**src/rtl/ctrl_pkg.sv**
```systemverilog
// Shared encodings for the multi-cycle control unit: opcodes, FSM states, trap causes, datapath selects.
// RV32M_EN adds the MDU_BUSY state and makes OP with func7=0000001 legal.
// No logic here; consumers import ctrl_pkg::*.
package ctrl_pkg;

   localparam logic [6:0] OPC_LOAD   = 7'b0000011;
   localparam logic [6:0] OPC_STORE  = 7'b0100011;
   localparam logic [6:0] OPC_BRANCH = 7'b1100011;
   localparam logic [6:0] OPC_JAL    = 7'b1101111;
   localparam logic [6:0] OPC_JALR   = 7'b1100111;
   localparam logic [6:0] OPC_LUI    = 7'b0110111;
   localparam logic [6:0] OPC_AUIPC  = 7'b0010111;
   localparam logic [6:0] OPC_OP_IMM = 7'b0010011;
   localparam logic [6:0] OPC_OP     = 7'b0110011;
   localparam logic [6:0] OPC_SYSTEM = 7'b1110011;

   localparam logic [6:0] F7_BASE   = 7'b0000000;
   localparam logic [6:0] F7_ALT    = 7'b0100000;
   localparam logic [6:0] F7_MULDIV = 7'b0000001;

`ifdef RV32M_EN
   localparam bit M_EXT = 1'b1;
`else
   localparam bit M_EXT = 1'b0;
`endif

   typedef enum logic [2:0] {
      FETCH     = 3'd0,
      DECODE    = 3'd1,
      EXECUTE   = 3'd2,
      MEM       = 3'd3,
      WRITEBACK = 3'd4,
`ifdef RV32M_EN
      TRAP      = 3'd5,
      MDU_BUSY  = 3'd6
`else
      TRAP      = 3'd5
`endif
   } state_e;

   typedef enum logic [1:0] {
      CAUSE_NONE    = 2'd0,
      CAUSE_ILLEGAL = 2'd1,
      CAUSE_BUS_ERR = 2'd2,
      CAUSE_IRQ     = 2'd3
   } trap_cause_e;

   typedef enum logic [2:0] {
      IMM_NONE = 3'd0,
      IMM_I    = 3'd1,
      IMM_S    = 3'd2,
      IMM_B    = 3'd3,
      IMM_U    = 3'd4,
      IMM_J    = 3'd5
   } immed_e;

   typedef enum logic [1:0] {
      ALU_A_RS1  = 2'd0,
      ALU_A_PC   = 2'd1,
      ALU_A_ZERO = 2'd2
   } alu_a_e;

   typedef enum logic {
      ALU_B_RS2 = 1'b0,
      ALU_B_IMM = 1'b1
   } alu_b_e;

   // alu_op is {func7[5], func3} so the ALU can decode RISC-V fields directly
   localparam logic [3:0] ALU_ADD  = 4'b0000;
   localparam logic [3:0] ALU_SLL  = 4'b0001;
   localparam logic [3:0] ALU_SLT  = 4'b0010;
   localparam logic [3:0] ALU_SLTU = 4'b0011;
   localparam logic [3:0] ALU_XOR  = 4'b0100;
   localparam logic [3:0] ALU_SRL  = 4'b0101;
   localparam logic [3:0] ALU_OR   = 4'b0110;
   localparam logic [3:0] ALU_AND  = 4'b0111;
   localparam logic [3:0] ALU_SUB  = 4'b1000;
   localparam logic [3:0] ALU_SRA  = 4'b1101;

   typedef enum logic [1:0] {
      RS_ALU = 2'd0,
      RS_MEM = 2'd1,
      RS_PC4 = 2'd2,
      RS_CSR = 2'd3
   } reg_src_e;

   typedef enum logic [2:0] {
      PC_PLUS_4 = 3'd0,
      ALU_OUT   = 3'd1,
      CSR_MTVEC = 3'd2,
      CSR_MEPC  = 3'd3
   } pc_src_e;

endpackage

```
**src/rtl/ctrl_decode.sv**
```systemverilog
// Combinational instruction decode: datapath selects and the illegal-instruction flag.
// Latency: zero cycles, purely combinational.
// No handshake; outputs follow opcode/func3/func7 directly.
module ctrl_decode
   import ctrl_pkg::*;
(
   input  logic [6:0] opcode,
   input  logic [2:0] func3,
   input  logic [6:0] func7,
   output logic       illegal,
   output logic [2:0] immed_type,
   output logic [1:0] alu_a_src,
   output logic       alu_b_src,
   output logic [3:0] alu_op,
   output logic [1:0] reg_src,
   output logic [2:0] pc_src
);

   always_comb begin
      illegal    = 1'b0;
      immed_type = IMM_NONE;
      alu_a_src  = ALU_A_RS1;
      alu_b_src  = ALU_B_RS2;
      alu_op     = ALU_ADD;
      reg_src    = RS_ALU;
      pc_src     = PC_PLUS_4;
      case (opcode)
         OPC_LOAD: begin
            immed_type = IMM_I;
            alu_b_src  = ALU_B_IMM;
            reg_src    = RS_MEM;
         end
         OPC_STORE: begin
            immed_type = IMM_S;
            alu_b_src  = ALU_B_IMM;
         end
         OPC_BRANCH: begin
            immed_type = IMM_B;
            alu_a_src  = ALU_A_PC;
            alu_b_src  = ALU_B_IMM;
         end
         OPC_JAL: begin
            immed_type = IMM_J;
            alu_a_src  = ALU_A_PC;
            alu_b_src  = ALU_B_IMM;
            reg_src    = RS_PC4;
            pc_src     = ALU_OUT;
         end
         OPC_JALR: begin
            immed_type = IMM_I;
            alu_b_src  = ALU_B_IMM;
            reg_src    = RS_PC4;
            pc_src     = ALU_OUT;
         end
         OPC_LUI: begin
            immed_type = IMM_U;
            alu_a_src  = ALU_A_ZERO;
            alu_b_src  = ALU_B_IMM;
         end
         OPC_AUIPC: begin
            immed_type = IMM_U;
            alu_a_src  = ALU_A_PC;
            alu_b_src  = ALU_B_IMM;
         end
         OPC_OP_IMM: begin
            immed_type = IMM_I;
            alu_b_src  = ALU_B_IMM;
            // only right shifts use func7[5] to pick arithmetic vs logical
            alu_op     = (func3 == 3'b101) ? {func7[5], func3} : {1'b0, func3};
         end
         OPC_OP: begin
            alu_op = {func7[5], func3};
            if (func7 == F7_MULDIV)
               illegal = !M_EXT;
            else if (func7 != F7_BASE && func7 != F7_ALT)
               illegal = 1'b1;
         end
         OPC_SYSTEM: begin
            immed_type = IMM_I;
            alu_b_src  = ALU_B_IMM;
            reg_src    = RS_CSR;
         end
         default: illegal = 1'b1;
      endcase
   end

endmodule

```
**src/rtl/ctrl_fsm.sv**
```systemverilog
// Multi-cycle RV32 control FSM with memory-wait timeout and traps; RV32M_EN adds an MDU busy state.
// Latency: FETCH/MEM wait on mem_ready up to MEM_TIMEOUT cycles, other states take one cycle.
// mem_req is held stable until mem_ready or timeout; all strobes are single-cycle pulses.
module ctrl_fsm
   import ctrl_pkg::*;
#(
   parameter int MEM_TIMEOUT = 16,
   parameter int MDU_CYCLES  = 32
) (
   input  logic       clk,
   input  logic       rst_n,
   input  logic [6:0] opcode,
   input  logic [2:0] func3,
   input  logic [6:0] func7,
   input  logic       take_branch,
   input  logic       mem_ready,
   input  logic       irq_pending,
   output logic       mem_req,
   output logic       mem_we,
   output logic       mem_addr_sel,
   output logic       ir_we,
   output logic       pc_we,
   output logic       rf_we,
   output logic       csr_we,
   output logic       trap_start,
   output logic       trap_finish,
   output logic [1:0] trap_cause,
   output logic [2:0] immed_type,
   output logic [1:0] alu_a_src,
   output logic       alu_b_src,
   output logic [3:0] alu_op,
   output logic [1:0] reg_src,
   output logic [2:0] pc_src,
   output logic [2:0] state
);

   if (MEM_TIMEOUT < 2 || MEM_TIMEOUT > 255 || MDU_CYCLES < 1 || MDU_CYCLES > 64) begin : g_bad_param
      $error("ctrl_fsm: parameter out of range");
   end

   localparam logic [7:0] WAIT_LAST = 8'(MEM_TIMEOUT - 1);

   state_e      state_q, state_d;
   trap_cause_e cause_q, cause_d;
   logic [7:0]  wait_cnt_q, wait_cnt_d;
   logic        dec_illegal;
   logic [2:0]  dec_pc_src;
   pc_src_e     pcs_c;
   logic        req_c, we_c, asel_c, ir_c, pc_c, rf_c, csr_c, ts_c, tf_c;
   logic        mem_phase, timeout;

`ifdef RV32M_EN
   localparam logic [6:0] MDU_LAST = 7'(MDU_CYCLES - 1);
   logic [6:0] mdu_cnt_q, mdu_cnt_d;
`endif

   ctrl_decode u_decode (
      .opcode     (opcode),
      .func3      (func3),
      .func7      (func7),
      .illegal    (dec_illegal),
      .immed_type (immed_type),
      .alu_a_src  (alu_a_src),
      .alu_b_src  (alu_b_src),
      .alu_op     (alu_op),
      .reg_src    (reg_src),
      .pc_src     (dec_pc_src)
   );

   assign mem_phase = (state_q == FETCH) || (state_q == MEM);
   // ready on the last permitted cycle still completes the access
   assign timeout   = mem_phase && !mem_ready && (wait_cnt_q == WAIT_LAST);

   always_comb begin
      state_d    = state_q;
      cause_d    = cause_q;
      wait_cnt_d = (mem_phase && !mem_ready && !timeout) ? wait_cnt_q + 8'd1 : 8'd0;
      pcs_c      = pc_src_e'(dec_pc_src);
      req_c      = 1'b0;
      we_c       = 1'b0;
      asel_c     = 1'b0;
      ir_c       = 1'b0;
      pc_c       = 1'b0;
      rf_c       = 1'b0;
      csr_c      = 1'b0;
      ts_c       = 1'b0;
      tf_c       = 1'b0;
`ifdef RV32M_EN
      mdu_cnt_d  = (state_q == MDU_BUSY) ? mdu_cnt_q + 7'd1 : 7'd0;
`endif
      case (state_q)
         FETCH: begin
            req_c = 1'b1;
            if (mem_ready) begin
               ir_c    = 1'b1;
               state_d = DECODE;
            end else if (timeout) begin
               state_d = TRAP;
               cause_d = CAUSE_BUS_ERR;
            end
         end
         DECODE: begin
            if (dec_illegal) begin
               state_d = TRAP;
               cause_d = CAUSE_ILLEGAL;
            end else if (irq_pending) begin
               state_d = TRAP;
               cause_d = CAUSE_IRQ;
            end else begin
               state_d = EXECUTE;
            end
         end
         EXECUTE: begin
            if (opcode == OPC_LOAD || opcode == OPC_STORE) begin
               state_d = MEM;
            end else if (opcode == OPC_BRANCH) begin
               pc_c    = 1'b1;
               pcs_c   = take_branch ? ALU_OUT : PC_PLUS_4;
               state_d = FETCH;
            end else if (opcode == OPC_SYSTEM && func3 == 3'b000) begin
               tf_c    = 1'b1;
               pc_c    = 1'b1;
               pcs_c   = CSR_MEPC;
               state_d = FETCH;
`ifdef RV32M_EN
            end else if (opcode == OPC_OP && func7 == F7_MULDIV) begin
               state_d = MDU_BUSY;
`endif
            end else begin
               state_d = WRITEBACK;
            end
         end
         MEM: begin
            req_c  = 1'b1;
            asel_c = 1'b1;
            we_c   = (opcode == OPC_STORE);
            if (mem_ready) begin
               if (opcode == OPC_STORE) begin
                  pc_c    = 1'b1;
                  pcs_c   = PC_PLUS_4;
                  state_d = FETCH;
               end else begin
                  state_d = WRITEBACK;
               end
            end else if (timeout) begin
               state_d = TRAP;
               cause_d = CAUSE_BUS_ERR;
            end
         end
         WRITEBACK: begin
            rf_c    = 1'b1;
            csr_c   = (opcode == OPC_SYSTEM) && (func3 != 3'b000);
            pc_c    = 1'b1;
            state_d = FETCH;
         end
         TRAP: begin
            ts_c    = 1'b1;
            pc_c    = 1'b1;
            pcs_c   = CSR_MTVEC;
            state_d = FETCH;
         end
`ifdef RV32M_EN
         MDU_BUSY: begin
            if (mdu_cnt_q == MDU_LAST)
               state_d = WRITEBACK;
         end
`endif
         default: state_d = FETCH;
      endcase
   end

   always_ff @(posedge clk or negedge rst_n) begin
      if (!rst_n) begin
         state_q    <= FETCH;
         cause_q    <= CAUSE_NONE;
         wait_cnt_q <= 8'd0;
`ifdef RV32M_EN
         mdu_cnt_q  <= 7'd0;
`endif
      end else begin
         state_q    <= state_d;
         cause_q    <= cause_d;
         wait_cnt_q <= wait_cnt_d;
`ifdef RV32M_EN
         mdu_cnt_q  <= mdu_cnt_d;
`endif
      end
   end

   // gating with rst_n drops the bus request the instant reset asserts
   assign mem_req      = req_c & rst_n;
   assign mem_we       = we_c & rst_n;
   assign mem_addr_sel = asel_c;
   assign ir_we        = ir_c & rst_n;
   assign pc_we        = pc_c & rst_n;
   assign rf_we        = rf_c & rst_n;
   assign csr_we       = csr_c & rst_n;
   assign trap_start   = ts_c & rst_n;
   assign trap_finish  = tf_c & rst_n;
   assign trap_cause   = (rst_n && state_q == TRAP) ? cause_q : CAUSE_NONE;
   assign pc_src       = pcs_c;
   assign state        = state_q;

endmodule

```
**config.mk**
```make
export PLATFORM = sky130hd
export DESIGN_NAME = ctrl_fsm
export DESIGN_NICKNAME = d
export VERILOG_FILES = /design/src/rtl/ctrl_pkg.sv /design/src/rtl/ctrl_decode.sv /design/src/rtl/ctrl_fsm.sv
export SDC_FILE = /design/constraint.sdc
export NUM_CORES = 1
export LEC_CHECK = 0
export BUFFER_PORTS_ARGS = -buffer_cell sky130_fd_sc_hd__buf_2
export CAP_MARGIN = 5
export CORE_ASPECT_RATIO = 0.8
export CORE_MARGIN = 5
export CORE_UTILIZATION = 50
export CTS_CLUSTER_DIAMETER = 120
export DETAILED_ROUTE_END_ITERATION = 10
export PLACE_DENSITY = 0.83
export SETUP_SLACK_MARGIN = 0.02
export SYNTH_ARGS = -nofsm -noshare
export SYNTH_HDL_FRONTEND = slang
export SYNTH_HIERARCHICAL = 1
export SYNTH_SLANG_ARGS = --single-unit
export TNS_END_PERCENT = 10
```
**constraint.sdc**
```tcl
create_clock -name clk -period 4.7 [get_ports clk]
set_clock_uncertainty 0.1 [all_clocks]
set_input_delay 0.94 -clock clk [delete_from_list [all_inputs] [get_ports clk]]
set_output_delay 0.94 -clock clk [all_outputs]
set_load 0.02 [all_outputs]
```
==> run_results.csv, run 1 <==
group,metric,value,unit
timing,tightest_slew,0.523,ns
synth,synth.yosys.seq_area_share,0.249,
floorplan,core_area,0.00248,sq mm
clock_network,cts_hold_buf,0,
clock_network,cts.sink_count,13,
min_path,timing.hold.worst.start,"wait_cnt_q[0]",
synth,post_synth_num_cell_types,61,
critical_path,r2r_cells,5,
finish,fillerInstances,237,
routing,firstDrtPassIters,4,
floorplan,placement_rows,16,
synth,synth_top_cells_by_area,"sky130_fd_sc_hd__dfrtp_1 (25%), sky130_fd_sc_hd__nor2_1 (4.9%), sky130_fd_sc_hd__nand2_1 (4.0%)",
synth,yosys_register_bits,13,
place,placement_cell_area,0.00154,sq mm
place,detailed_place_hpwl,2.93,mm
critical_path,timing.critical_path.required,3.66,ns
synth,synthDominantCellAreaShare,0.249,
finish,post_route_cells_drive_above_1_share,0.319,
timing,maxClockFrequency,290,MHz
critical_path,crit_arrival,2.41,ns
critical_path,crit_fanout,12,
critical_path,cpLargestDelayFamily,"simple AND/OR/NAND/NOR gates",
timing,rsz0062_at_grt,"no",
place,portBuffers,49,
routing,drt_iter0_drc,93,
floorplan,design.die.area,0.00375,sq mm
global_routing,pin_count_of_the_biggest_net_entering_global_routing,20,
finish,antennaDiodeCount,0,
timing,report.final.slew_viol_count,0,
critical_path,max_stage_delay,0.41,ns
place,numPlacedInstances,239,
floorplan,floorplan.initialDensity,0.527,
clock_network,cts_root_buffer,"sky130_fd_sc_hd__clkbuf_4",
power,static-leakage-power,0.000747,uW
clock_network,maximum_level_of_the_cts_h_tree,1,
synth,count_of_flip_flops_with_a_built_in_enable_after_synthesis,0,
finish,finalNetCount,231,
synth,synth_common_cells,"sky130_fd_sc_hd__nor2_1 (17), sky130_fd_sc_hd__nand2_1 (14), sky130_fd_sc_hd__dfrtp_1 (13)",
routing,route.detailed.wl_per_inst,14.9,um
routing,number_of_vias_per_cell,5.81,
critical_path,crit_path_cell_trace,"buf_2 > nand4bb_4 > nor4_2 > a31oi_1 > a21o_1 > buf_2",
synth,syn_area,0.00131,sq mm
min_path,hold_path_class,"flop to flop",
floorplan,ios,51,
finish,syn_to_final_growth,19.5,%
clock_network,ctsResizeCount,0,
critical_path,most_common_cell_type_on_the_critical_path,"sky130_fd_sc_hd__buf_2",
routing,number_of_remaining_drc_errors,0,
critical_path,rrSetupSlack,2.93,ns
critical_path,worst_setup_path_end_kind,"output pin",
global_routing,grt_first_pass_wirelength,5.84,mm
global_routing,number_of_antenna_violations_at_the_first_check_in_global_routing,0,
critical_path,startpoint_type,"primary input",
timing,min_period_over_period,0.734,
routing,postRouteAntennaNets,0,
routing,dr_total_vias,1413,
synth,synth_area_per_cell,8.03,sq um
clock_network,tritoncts,"yes",
finish,finalCoreUtilization,0.630,
critical_path,r2r-start,"wait_cnt_q[0]",
min_path,whs_path_depth,1,
critical_path,reg_to_reg_endpoint,"state[1]",
synth,yosysWarningCount,6,
timing,timing.final.hold_violations,0,
clock_network,clk_path_buf_depth,2,
floorplan,fp.dieH,55.8,um
synth,synthFlopType,"sky130_fd_sc_hd__dfrtp_1",
outcome,run_status,"completed",
timing,report.final.setup_viol,0,
power,vdd.ir_drop.worst,0.000125,V
floorplan,die_width,67.2,um
power,total_power,436,uW
job,drv.max_cap_violation_count,0,
clock_network,post_cts.repair.setup_buffers,0,
global_routing,groute.usage.overall,0.193,
synth,post-synth-top-count-cell,"sky130_fd_sc_hd__nor2_1",
finish,fin_cells,243,
critical_path,critical_path_buf_inv_count,2,
timing,slew_headroom,0.649,
synth,synthDominantAreaCellType,"sky130_fd_sc_hd__dfrtp_1",
global_routing,grt.overflow.total,0,
critical_path,worst_path_max_delay_cell,"sky130_fd_sc_hd__nor4_2",
synth,synth_async_sr_flop_share,1.00,
critical_path,timing.setup.critical_path_class,"primary input to output pin",
finish,final_cell_area,0.00156,sq mm
routing,wl,3.63,mm
timing,tns,0,ns
clock_network,clk_transition_reported_paths,0.08,ns
timing,timing.final.crit_period,3.45,ns
place,place_congestion,0.828,
synth,syn_inst,163,
min_path,whs_endpoint,"wait_cnt_q[0]",
global_routing,grt_pass1_vias,1279,
clock_network,tritoncts.num_buffers,3,
power,pwr_density_cell,279,mW/mm^2
clock_network,insertion_delay,0.27,ns
[registers in the layout, summed over array words and instances, names as in the netlist]
signal / flops
state: 3
cause_q: 2
wait_cnt_q: 8
[cell families after synthesis]
logic type	Yosys count	share of synthesized area
AOI/OAI and AO/OA	37	0.200
DFF	13	0.249
buffers and inverters	14	0.0612
xor gates and xnor gates	7	0.0468
other	1	0.00287
muxes	1	0.00860
and+or+nand+nor	89	0.423
adders and majority gates	1	0.00956
[power breakdown]
part           switching [uW]  internal, uW  leakage (uW)
Combinational             122          80.5      0.000562
Clock                    34.8          32.9     0.0000150
Sequential               37.7           128      0.000171
Total                     195           241      0.000747
[cell type report]
type / count / area [sq um] / area share
Timing Repair Buffer: 49 / 245 / 0.157
Inverter: 4 / 15.0 / 0.00960
Tap cell: 36 / 45.0 / 0.0288
Multi-Input combinational cell: 137 / 907 / 0.580
Sequential cell: 13 / 325 / 0.208
Clock buffer: 4 / 26.3 / 0.0168
[per-layer routing]
layer	global-route usage	part of all wire
met5	0	0
met4	0.0231	0.0041
met3	0.0364	0.066
met2	0.314	0.50
met1	0.269	0.43
[worst reg2reg max path, cell delays in order (launching register included)]
cell	delay (ns)
sky130_fd_sc_hd__dfrtp_1	0.41
sky130_fd_sc_hd__ha_1	0.24
sky130_fd_sc_hd__and3_1	0.26
sky130_fd_sc_hd__a211o_1	0.37
sky130_fd_sc_hd__a21o_1	0.19
sky130_fd_sc_hd__a21oi_1	0.13
[how the worst max path moves through the flow]
stage,from,to,depth (start not counted)
finish,opcode[2],pc_src[0],6
global route,opcode[2],pc_src[0],6
CTS,opcode[2],pc_src[0],6
detailed placement,opcode[2],pc_src[0],6
global placement,opcode[2],pc_src[0],6
floorplan,rst_n,csr_we,3
[cells in the final DEF (no fill, tap or decap), drive strengths merged, types with 2 or more instances in the layout]
master    n
a21o      3
a21oi     9
a31oi     2
and2      5
and3      4
and3b     3
buf      49
clkbuf    4
conb      2
dfrtp    13
inv       4
nand2    14
nand2b    2
nand3     6
nand3b    3
nor2     17
nor2b     2
nor3     10
nor3b     3
nor4      3
o2111ai   2
o21a      2
o21ai     6
or2       4
or3       3
or3b      2
xnor2     4
xor2      3
[through the flow]
stage	setup WS, ns	hold WS, ns
floorplan	1.56	0.333
global placement	1.37	0.352
detailed placement	1.29	0.365
CTS	1.28	0.381
global route	1.17	0.400
finish	1.25	0.387
(Power assumes the default switching activity.)
==> run 2: changes to the inputs <==
--- a/config.mk
+++ b/config.mk
@@ -9,10 +9,10 @@
 export CAP_MARGIN = 5
 export CORE_ASPECT_RATIO = 0.8
 export CORE_MARGIN = 5
-export CORE_UTILIZATION = 50
+export CORE_UTILIZATION = 49
 export CTS_CLUSTER_DIAMETER = 120
 export DETAILED_ROUTE_END_ITERATION = 10
-export PLACE_DENSITY = 0.83
+export PLACE_DENSITY = 0.81
 export SETUP_SLACK_MARGIN = 0.02
 export SYNTH_ARGS = -nofsm -noshare
 export SYNTH_HDL_FRONTEND = slang
==> constraint.sdc (replaced) <==
create_clock -name clk -period 3.56 [get_ports clk]
set_clock_uncertainty 0.1 [all_clocks]
set_input_delay 0.712 -clock clk [delete_from_list [all_inputs] [get_ports clk]]
set_output_delay 0.712 -clock clk [all_outputs]
set_load 0.02 [all_outputs]
==> run 2 against run 1 <==
  * Worst hold slack got worse by 0.25 ns
  * Critical path depth unchanged
  * Sequential power increased by 32%
  * Combinational power increased by 33%
  * Critical path type unchanged
  * Critical endpoint unchanged
==> run_results.csv, run 2 (same netlist as run 1, synthesis figures left out) <==
group,metric,value,unit
clock_network,cts_hold_buf,0,
critical_path,timing.critical_path.required,2.75,ns
finish,finalCoreUtilization,0.628,
clock_network,maximum_level_of_the_cts_h_tree,1,
routing,firstDrtPassIters,4,
finish,antennaDiodeCount,0,
critical_path,worst_setup_path_end_kind,"output pin",
clock_network,ctsResizeCount,0,
finish,syn_to_final_growth,20.1,%
routing,number_of_vias_per_cell,5.79,
global_routing,number_of_antenna_violations_at_the_first_check_in_global_routing,0,
critical_path,crit_fanout,12,
power,pwr_density_cell,368,mW/mm^2
finish,fin_cells,244,
place,place_worst_setup_slack,0.652,ns
finish,most_common_cell_after_layout_fill_and_taps_aside,"sky130_fd_sc_hd__buf_2",
clock_network,clk_path_buf_depth,2,
floorplan,core_area,0.00250,sq mm
routing,postRouteAntennaNets,0,
routing,wl,3.49,mm
clock_network,cts.sink_count,13,
floorplan,design.die.area,0.00381,sq mm
clock_network,cts_root_buffer,"sky130_fd_sc_hd__clkbuf_4",
timing,report.final.setup_viol,0,
critical_path,startpoint_type,"primary input",
global_routing,pin_count_of_the_biggest_net_entering_global_routing,19,
global_routing,groute.usage.overall,0.186,
place,detailed_place_hpwl,2.79,mm
floorplan,die_width,67.8,um
finish,post_route_cells_drive_above_1_share,0.322,
min_path,hold_path_class,"primary input to asynchronous set/reset pin",
timing,rsz0062_at_grt,"no",
critical_path,crit_path_cell_trace,"buf_2 > nand4bb_4 > or4_1 > o211a_1 > a21o_1 > buf_2",
finish,largest_reg_flops,8,
floorplan,placement_rows,16,
floorplan,ios,51,
floorplan,floorplan.initialDensity,0.523,
timing,tns,0,ns
routing,number_of_remaining_drc_errors,0,
timing,report.final.slew_viol_count,0,
timing,maxClockFrequency,345,MHz
floorplan,fp.dieH,56.2,um
routing,met2_wirelength,1.68,mm
routing,wl_met1,1.61,mm
timing,tightest_slew,0.497,ns
timing,whs,0.134,ns
global_routing,grt.overflow.total,0,
clock_network,post_cts.repair.setup_buffers,0,
global_routing,grt_first_pass_wirelength,5.70,mm
timing,min_period_over_period,0.814,
routing,met3_wirelength,204,um
critical_path,max_stage_delay,0.49,ns
job,drv.max_cap_violation_count,0,
critical_path,worst_path_max_delay_cell,"sky130_fd_sc_hd__or4_1",
clock_network,tritoncts,"yes",
place,portBuffers,49,
global_routing,grt_pass1_vias,1296,
timing,slew_headroom,0.666,
finish,finalNetCount,232,
critical_path,most_common_cell_type_on_the_critical_path,"sky130_fd_sc_hd__buf_2",
critical_path,timing.setup.critical_path_class,"primary input to output pin",
clock_network,tritoncts.num_buffers,3,
routing,route.detailed.wl_per_inst,14.3,um
finish,layout.cells.most_common_list,"sky130_fd_sc_hd__buf_2 (49), sky130_fd_sc_hd__nor2_1 (17), sky130_fd_sc_hd__nand2_1 (14), sky130_fd_sc_hd__dfrtp_1 (13)",
routing,dr_total_vias,1412,
place,place_congestion,0.775,
clock_network,clk_transition_reported_paths,0.08,ns
clock_network,insertion_delay,0.28,ns
critical_path,crit_arrival,2.09,ns
timing,fin_ws,0.662,ns
finish,largest_register,"wait_cnt_q",
routing,dr.max_layer_used,"met4",
outcome,run_status,"completed",
place,numPlacedInstances,240,
timing,timing.final.hold_violations,0,
timing,timing.final.crit_period,2.90,ns
power,static-leakage-power,0.000752,uW
routing,drt_iter0_drc,106,
power,vdd.ir_drop.worst,0.000196,V
==> run 2: stage by stage <==
stage / instance area (sq um) / power, uW
2_1_floorplan: 1310 / 405
3_3_place_gp: 1550 / 478
3_5_place_dp: 1550 / 490
4_1_cts: 1570 / 580
5_1_grt: 1570 / 626
6_report: 1570 / 578
==> run 2: critical path: cells and delay by family <==
family	cells	cell delay, ns
simple gates	2	0.76
buf+inv	2	0.33
compound gates	2	0.28
==> run 2: area by class of cell <==
| class | instances | area (sq um) |
|---|---|---|
| Fill cell | 229 | 931 |
| Tap cell | 36 | 45.0 |
| Clock buffer | 4 | 26.3 |
| Sequential cell | 13 | 325 |
| Multi-Input combinational cell | 137 | 907 |
| Inverter | 4 | 15.0 |
| Timing Repair Buffer | 50 | 253 |
==> run 2: final timing paths <==
kind	startpoint	endpoint	slack, ns	depth (start not counted)
worst max-delay path	opcode[2]	pc_src[0]	0.66	6
min in group clk	wait_cnt_q[0]	wait_cnt_q[0]	0.37	1
worst min-delay path	rst_n	state[2]	0.13	1
max in group asynchronous	rst_n	cause_q[0]	2.85	2
worst max register to register	wait_cnt_q[0]	state[1]	1.80	5
worst min register to register	wait_cnt_q[0]	wait_cnt_q[0]	0.37	1
==> run 2: per-layer routing <==
layer  vias up  track usage
met4         0       0.0255
met5         -            0
met1       668        0.260
met3         2       0.0283
met2        57        0.305
li1        685            -
==> run 2: power by group <==
part / internal (uW) / switching (uW) / total (uW) / leakage (uW)
combinational: 107 / 162 / 269 / 0.000566
clock: 43.4 / 47.4 / 90.8 / 0.0000150
sequential: 168 / 49.6 / 218 / 0.000171
